File: src/rtl/dm_axi_master.sv
// Data-memory side AXI master: converts single CPU MEM-stage requests into
// single-beat AXI reads or writes and stalls the pipeline until done.
module dm_axi_master #(
    parameter logic [3:0] MASTER_ID = 4'd1,
    parameter int         DATA_W    = 32
) (
    input  logic              clk,
    input  logic              rst,

    input  logic              i_DM_CS,
    input  logic              i_DM_OE,
    input  logic [3:0]        i_DM_WEB,
    input  logic [DATA_W-1:0] i_DM_addr,
    input  logic [DATA_W-1:0] i_DM_DI,
    output logic [DATA_W-1:0] o_DM_DO,
    output logic              o_mem_stall,
    output logic              o_bus_err,

    output logic [3:0]        AWID,
    output logic [DATA_W-1:0] AWADDR,
    output logic [3:0]        AWLEN,
    output logic [2:0]        AWSIZE,
    output logic [1:0]        AWBURST,
    output logic              AWVALID,
    input  logic              AWREADY,

    output logic [DATA_W-1:0] WDATA,
    output logic [3:0]        WSTRB,
    output logic              WLAST,
    output logic              WVALID,
    input  logic              WREADY,

    input  logic [3:0]        BID,
    input  logic [1:0]        BRESP,
    input  logic              BVALID,
    output logic              BREADY,

    output logic [3:0]        ARID,
    output logic [DATA_W-1:0] ARADDR,
    output logic [3:0]        ARLEN,
    output logic [2:0]        ARSIZE,
    output logic [1:0]        ARBURST,
    output logic              ARVALID,
    input  logic              ARREADY,

    input  logic [3:0]        RID,
    input  logic [DATA_W-1:0] RDATA,
    input  logic [1:0]        RRESP,
    input  logic              RLAST,
    input  logic              RVALID,
    output logic              RREADY
);

    typedef enum logic [2:0] {
        S_IDLE,
        S_AR,
        S_R,
        S_WR,
        S_B,
        S_DONE
    } state_t;

    state_t            state;
    state_t            next_state;
    logic [DATA_W-1:0] addr_q;
    logic [DATA_W-1:0] wdata_q;
    logic [3:0]        strb_q;
    logic              aw_done;
    logic              w_done;

    logic req_wr;
    logic req_rd;
    logic aw_fire;
    logic w_fire;
    logic r_fire;
    logic b_fire;
    logic issue;

    // Only one transaction is ever outstanding, so IDs and RLAST carry no information.
    logic unused_ok;
    assign unused_ok = &{1'b0, RID, BID, RLAST};

    // A write wins over a read when both decode.
    assign req_wr = i_DM_CS && (i_DM_WEB != 4'hF);
    assign req_rd = i_DM_CS && i_DM_OE && (i_DM_WEB == 4'hF);
    assign issue  = (state == S_IDLE) && (req_wr || req_rd);

    assign aw_fire = (state == S_WR) && !aw_done && AWREADY;
    assign w_fire  = (state == S_WR) && !w_done && WREADY;
    assign r_fire  = (state == S_R) && RVALID;
    assign b_fire  = (state == S_B) && BVALID;

    // Fixed single-beat, word-sized INCR attributes; payload comes from the captured request.
    assign AWID    = MASTER_ID;
    assign ARID    = MASTER_ID;
    assign AWLEN   = 4'd0;
    assign ARLEN   = 4'd0;
    assign AWSIZE  = 3'b010;
    assign ARSIZE  = 3'b010;
    assign AWBURST = 2'b01;
    assign ARBURST = 2'b01;
    assign WLAST   = 1'b1;
    assign AWADDR  = addr_q;
    assign ARADDR  = addr_q;
    assign WDATA   = wdata_q;
    assign WSTRB   = strb_q;

    // State register.
    always_ff @(posedge clk or posedge rst) begin
        if (rst) begin
            state <= S_IDLE;
        end else begin
            state <= next_state;
        end
    end

    // Next-state decode and channel handshake outputs.
    always_comb begin
        next_state  = state;
        ARVALID     = 1'b0;
        RREADY      = 1'b0;
        AWVALID     = 1'b0;
        WVALID      = 1'b0;
        BREADY      = 1'b0;
        o_mem_stall = 1'b0;
        case (state)
            S_IDLE: begin
                o_mem_stall = req_wr || req_rd;
                if (req_wr) begin
                    next_state = S_WR;
                end else if (req_rd) begin
                    next_state = S_AR;
                end
            end
            S_AR: begin
                ARVALID     = 1'b1;
                o_mem_stall = 1'b1;
                if (ARREADY) begin
                    next_state = S_R;
                end
            end
            S_R: begin
                RREADY      = 1'b1;
                o_mem_stall = 1'b1;
                if (RVALID) begin
                    next_state = S_DONE;
                end
            end
            S_WR: begin
                AWVALID     = !aw_done;
                WVALID      = !w_done;
                o_mem_stall = 1'b1;
                if ((aw_done || aw_fire) && (w_done || w_fire)) begin
                    next_state = S_B;
                end
            end
            S_B: begin
                BREADY      = 1'b1;
                o_mem_stall = 1'b1;
                if (BVALID) begin
                    next_state = S_DONE;
                end
            end
            S_DONE: begin
                next_state = S_IDLE;
            end
            default: begin
                next_state = S_IDLE;
            end
        endcase
    end

    // Request capture and per-channel completion flags for the write phase.
    always_ff @(posedge clk or posedge rst) begin
        if (rst) begin
            addr_q  <= '0;
            wdata_q <= '0;
            strb_q  <= '0;
            aw_done <= 1'b0;
            w_done  <= 1'b0;
        end else begin
            if (issue) begin
                addr_q  <= i_DM_addr;
                wdata_q <= i_DM_DI;
                strb_q  <= ~i_DM_WEB;
            end
            if (state == S_WR && next_state == S_WR) begin
                if (aw_fire) begin
                    aw_done <= 1'b1;
                end
                if (w_fire) begin
                    w_done <= 1'b1;
                end
            end else begin
                aw_done <= 1'b0;
                w_done  <= 1'b0;
            end
        end
    end

    // Load data and sticky bus-error flag.
    always_ff @(posedge clk or posedge rst) begin
        if (rst) begin
            o_DM_DO   <= '0;
            o_bus_err <= 1'b0;
        end else begin
            if (r_fire) begin
                o_DM_DO <= RDATA;
            end
            if ((r_fire && RRESP != 2'b00) || (b_fire && BRESP != 2'b00)) begin
                o_bus_err <= 1'b1;
            end
        end
    end

endmodule

File: config.mk
export PLATFORM = sky130hd
export DESIGN_NAME = dm_axi_master
export DESIGN_NICKNAME = d
export VERILOG_FILES = /design/src/rtl/dm_axi_master.sv
export SDC_FILE = /design/constraint.sdc
export NUM_CORES = 1
export LEC_CHECK = 0
export ABC_AREA = 0
export BUFFER_PORTS_ARGS = -buffer_cell sky130_fd_sc_hd__buf_2
export CAP_MARGIN = 20
export CORE_UTILIZATION = 40
export CTS_BUF_LIST = sky130_fd_sc_hd__clkbuf_8
export DETAILED_ROUTE_END_ITERATION = 10
export PLACE_DENSITY_LB_ADDON = 0.25
export SYNTH_ARGS = -nofsm -noshare
export SYNTH_HDL_FRONTEND = slang
export SYNTH_SLANG_ARGS = --single-unit
File: constraint.sdc
create_clock -name clk -period 4.3 [get_ports clk]
set_input_delay 0.215 -clock clk [delete_from_list [all_inputs] [get_ports clk]]
set_output_delay 0.215 -clock clk [all_outputs]
set_load 0.1 [all_outputs]
==> qor.yml <==
setup_path:
  startpoint_type: "flip-flop"
  reg2reg_from: "state[2]"
  worstSetupEndpoint: "o_mem_stall"
  rr_worst_depth: 4
  reg2reg_to: "WDATA[22]"
  criticalPathCategory: "reg -> out"
  endpoint_kind: "output port"
  crit_required_ns: 4.09
  rrSetupSlack_ns: 2.42
  crit_fanout: 32
  critPathArrivalTime_ns: 2.23
  critPathLaunch: "state[2]"
sta:
  rsz0062_at_grt: "no"
  fin_crit_ns: 2.45
  setup_viol: 0
  max_freq_mhz: 408
  finalCritPeriodShare: 0.570
  maxSlewViolCount: 0
  hold_viol: 0
  tightest_slew_ns: 0.928
  fin_skew_ns: 0.0111
  tns_ns: 0
  slew_headroom: 0.381
  fin_hold_ws_ns: 0.0372
synthesis:
  synthArstFlopShare: 1.00
  synth-seq-cells: 106
  synthMostInstantiatedCell: "dfrtp_1"
  synth_seq_area_share: 0.550
  yosys-top-cells-count: "dfrtp_1 (106), mux2_4 (64), buf_4 (62)"
  ys_warn_count: 0
  synth.largest_area_cell: "dfrtp_1"
  synth_edf_count: 0
  synth_area_leaders: "dfrtp_1 (55%), mux2_4 (20%), buf_4 (9.6%), mux2_2 (7.5%), buf_6 (1.9%)"
  ys_types: 28
  synth_ff_type: "dfrtp_1"
  syn_avg_cell_area_um2: 15.0
  syn_area_um2: 4820
  syn_inst: 321
  synth_top_area_frac: 0.550
die:
  ioPinCount: 288
  die_w_um: 112
  num_rows: 39
  initial_utilization: 0.417
  fp.dieH_um: 112
  dieArea_um2: 12500
  core_area_um2: 11600
cts:
  postCtsSetupBuffers: 0
  cts_buffer_depth: 2
  cts_buffers: 9
  insertion_delay_ns: 0.35
  cts_hold_buf: 0
  clkTransAtPathRegs_ns: 0.09
  cts_tree: "done"
  post_cts_resized: 0
  htree_levels: 3
  cts.sinks: 106
  clock-root-buffer: "clkbuf_8"
drt:
  dr_total_vias: 3065
  detail-route-antenna-nets: 0
  wl_per_cell_um: 13.8
  drt_pass1_iterations: 9
  drcViolationCount: 18
  wl_um: 9450
  viasPerCell: 4.46
  first_iter_violations: 152
global_routing:
  grt_pass1_wl_um: 14800
  track_usage: 0.152
  grt_max_degree: 79
  antenna_found_initial: 1
  gr-total-overflow: 0
  grt_pass1_vias: 3029
status:
  outcome: "finished with violations"
  failed_checks: "design-rule violations"
finish:
  synthToLayoutAreaGrowth_pct: 24.5
  post-route-util: 0.519
  diodes: 0
  layout.cells.non_filler: 687
  drive_above_1_share: 0.676
  nets: 662
placed_design:
  gp_congestion: 0.729
  numPortBuffers: 251
  hpwl_um: 7100
  place_inst: 672
run:
  maxCapViolCount: 0
worst_hold_path:
  hp-class: "in -> reg"
worst min path at each step:
stage,startpoint,end,slack (ns),cells past startpoint
floorplan,i_DM_WEB[0],WSTRB[0],0.30,1
CTS,i_DM_WEB[1],WSTRB[1],0.009,2
global route,i_DM_WEB[3],WSTRB[3],0.02,2
detailed placement,i_DM_WEB[1],WSTRB[1],0.42,2
global placement,i_DM_WEB[3],WSTRB[3],0.41,2
finish,i_DM_WEB[1],WSTRB[1],0.04,2
placed cells by master, fill, tap and decap left out:
cell type and instances:
buf_4 4, nand3_1 2, inv_1 8, a22oi_1 1, clkinv_2 1, xor2_1 1, o211ai_1 1, nor2_1 9
nor4bb_4 1, o2111ai_1 1, dfrtp_1 106, nor4b_4 1, nor2b_1 4, o21ai_0 2, nand4_1 1, and3b_1 1
a21oi_1 3, o22ai_1 1, clkinv_4 1, mux2_2 32, clkbuf_8 10, mux2_4 64, nand2_1 3, buf_2 251
o21ai_4 1, or2_2 1, and2_1 1, mux2i_1 4, inv_4 1, conb_1 27
area by class of cell:
| cell class | instances | area (um^2) |
|---|---|---|
| repair buffers | 255 | 1290 |
| well taps | 143 | 179 |
| inverters | 6 | 25.0 |
| clock inverters | 5 | 25.0 |
| multi-input cells | 162 | 1700 |
| clock buffers | 10 | 138 |
| fillers | 1019 | 5560 |
| flip-flops and latches | 106 | 2650 |
through the flow:
| step | setup slack (ns) | cell area, um^2 |
|---|---|---|
| after floorplan | 1.30 | 4920 |
| after global placement | 2.19 | 5840 |
| after detailed placement | 2.21 | 5840 |
| after CTS | 1.80 | 6000 |
| after global routing | 1.70 | 6000 |
| final | 1.85 | 6000 |
sequential cells by signal (all words and copies together), names as in the netlist:
| signal | flops |
|---|---|
| state | 3 |
| o_bus_err | 1 |
| o_DM_DO | 32 |
| WDATA | 32 |
| WSTRB | 4 |
| w_done | 1 |
| aw_done | 1 |
| ARADDR | 32 |
critical path: stages, from the launching register on:
cell	delay [ns]
dfrtp_1	0.54
nor4b_4	0.40
o21ai_4	0.09
buf_4	0.31
nand2_1	0.11
buf_2	0.43
metal layers:
layer / vias up / track usage / routed length, um
met2: 155 / 0.257 / 4770
met1: 1474 / 0.179 / 3700
met3: 9 / 0.0425 / 837
met5: - / 0 / 0
li1: 1427 / - / -
met4: 0 / 0.0703 / 139
cell families after synthesis:
logic type                Yosys count  synth area share
buffers and inverters              78             0.122
AOI/OAI and AO/OA                  10            0.0132
and+or+nand+nor                    24            0.0293
xor gates and xnor gates            1           0.00182
muxes                             100             0.282
other                               2           0.00156
DFF                               106             0.550
Power is left out: the tool's default activity adds up to more than one toggle a clock period on the data nets, which glitch-free logic cannot reach.
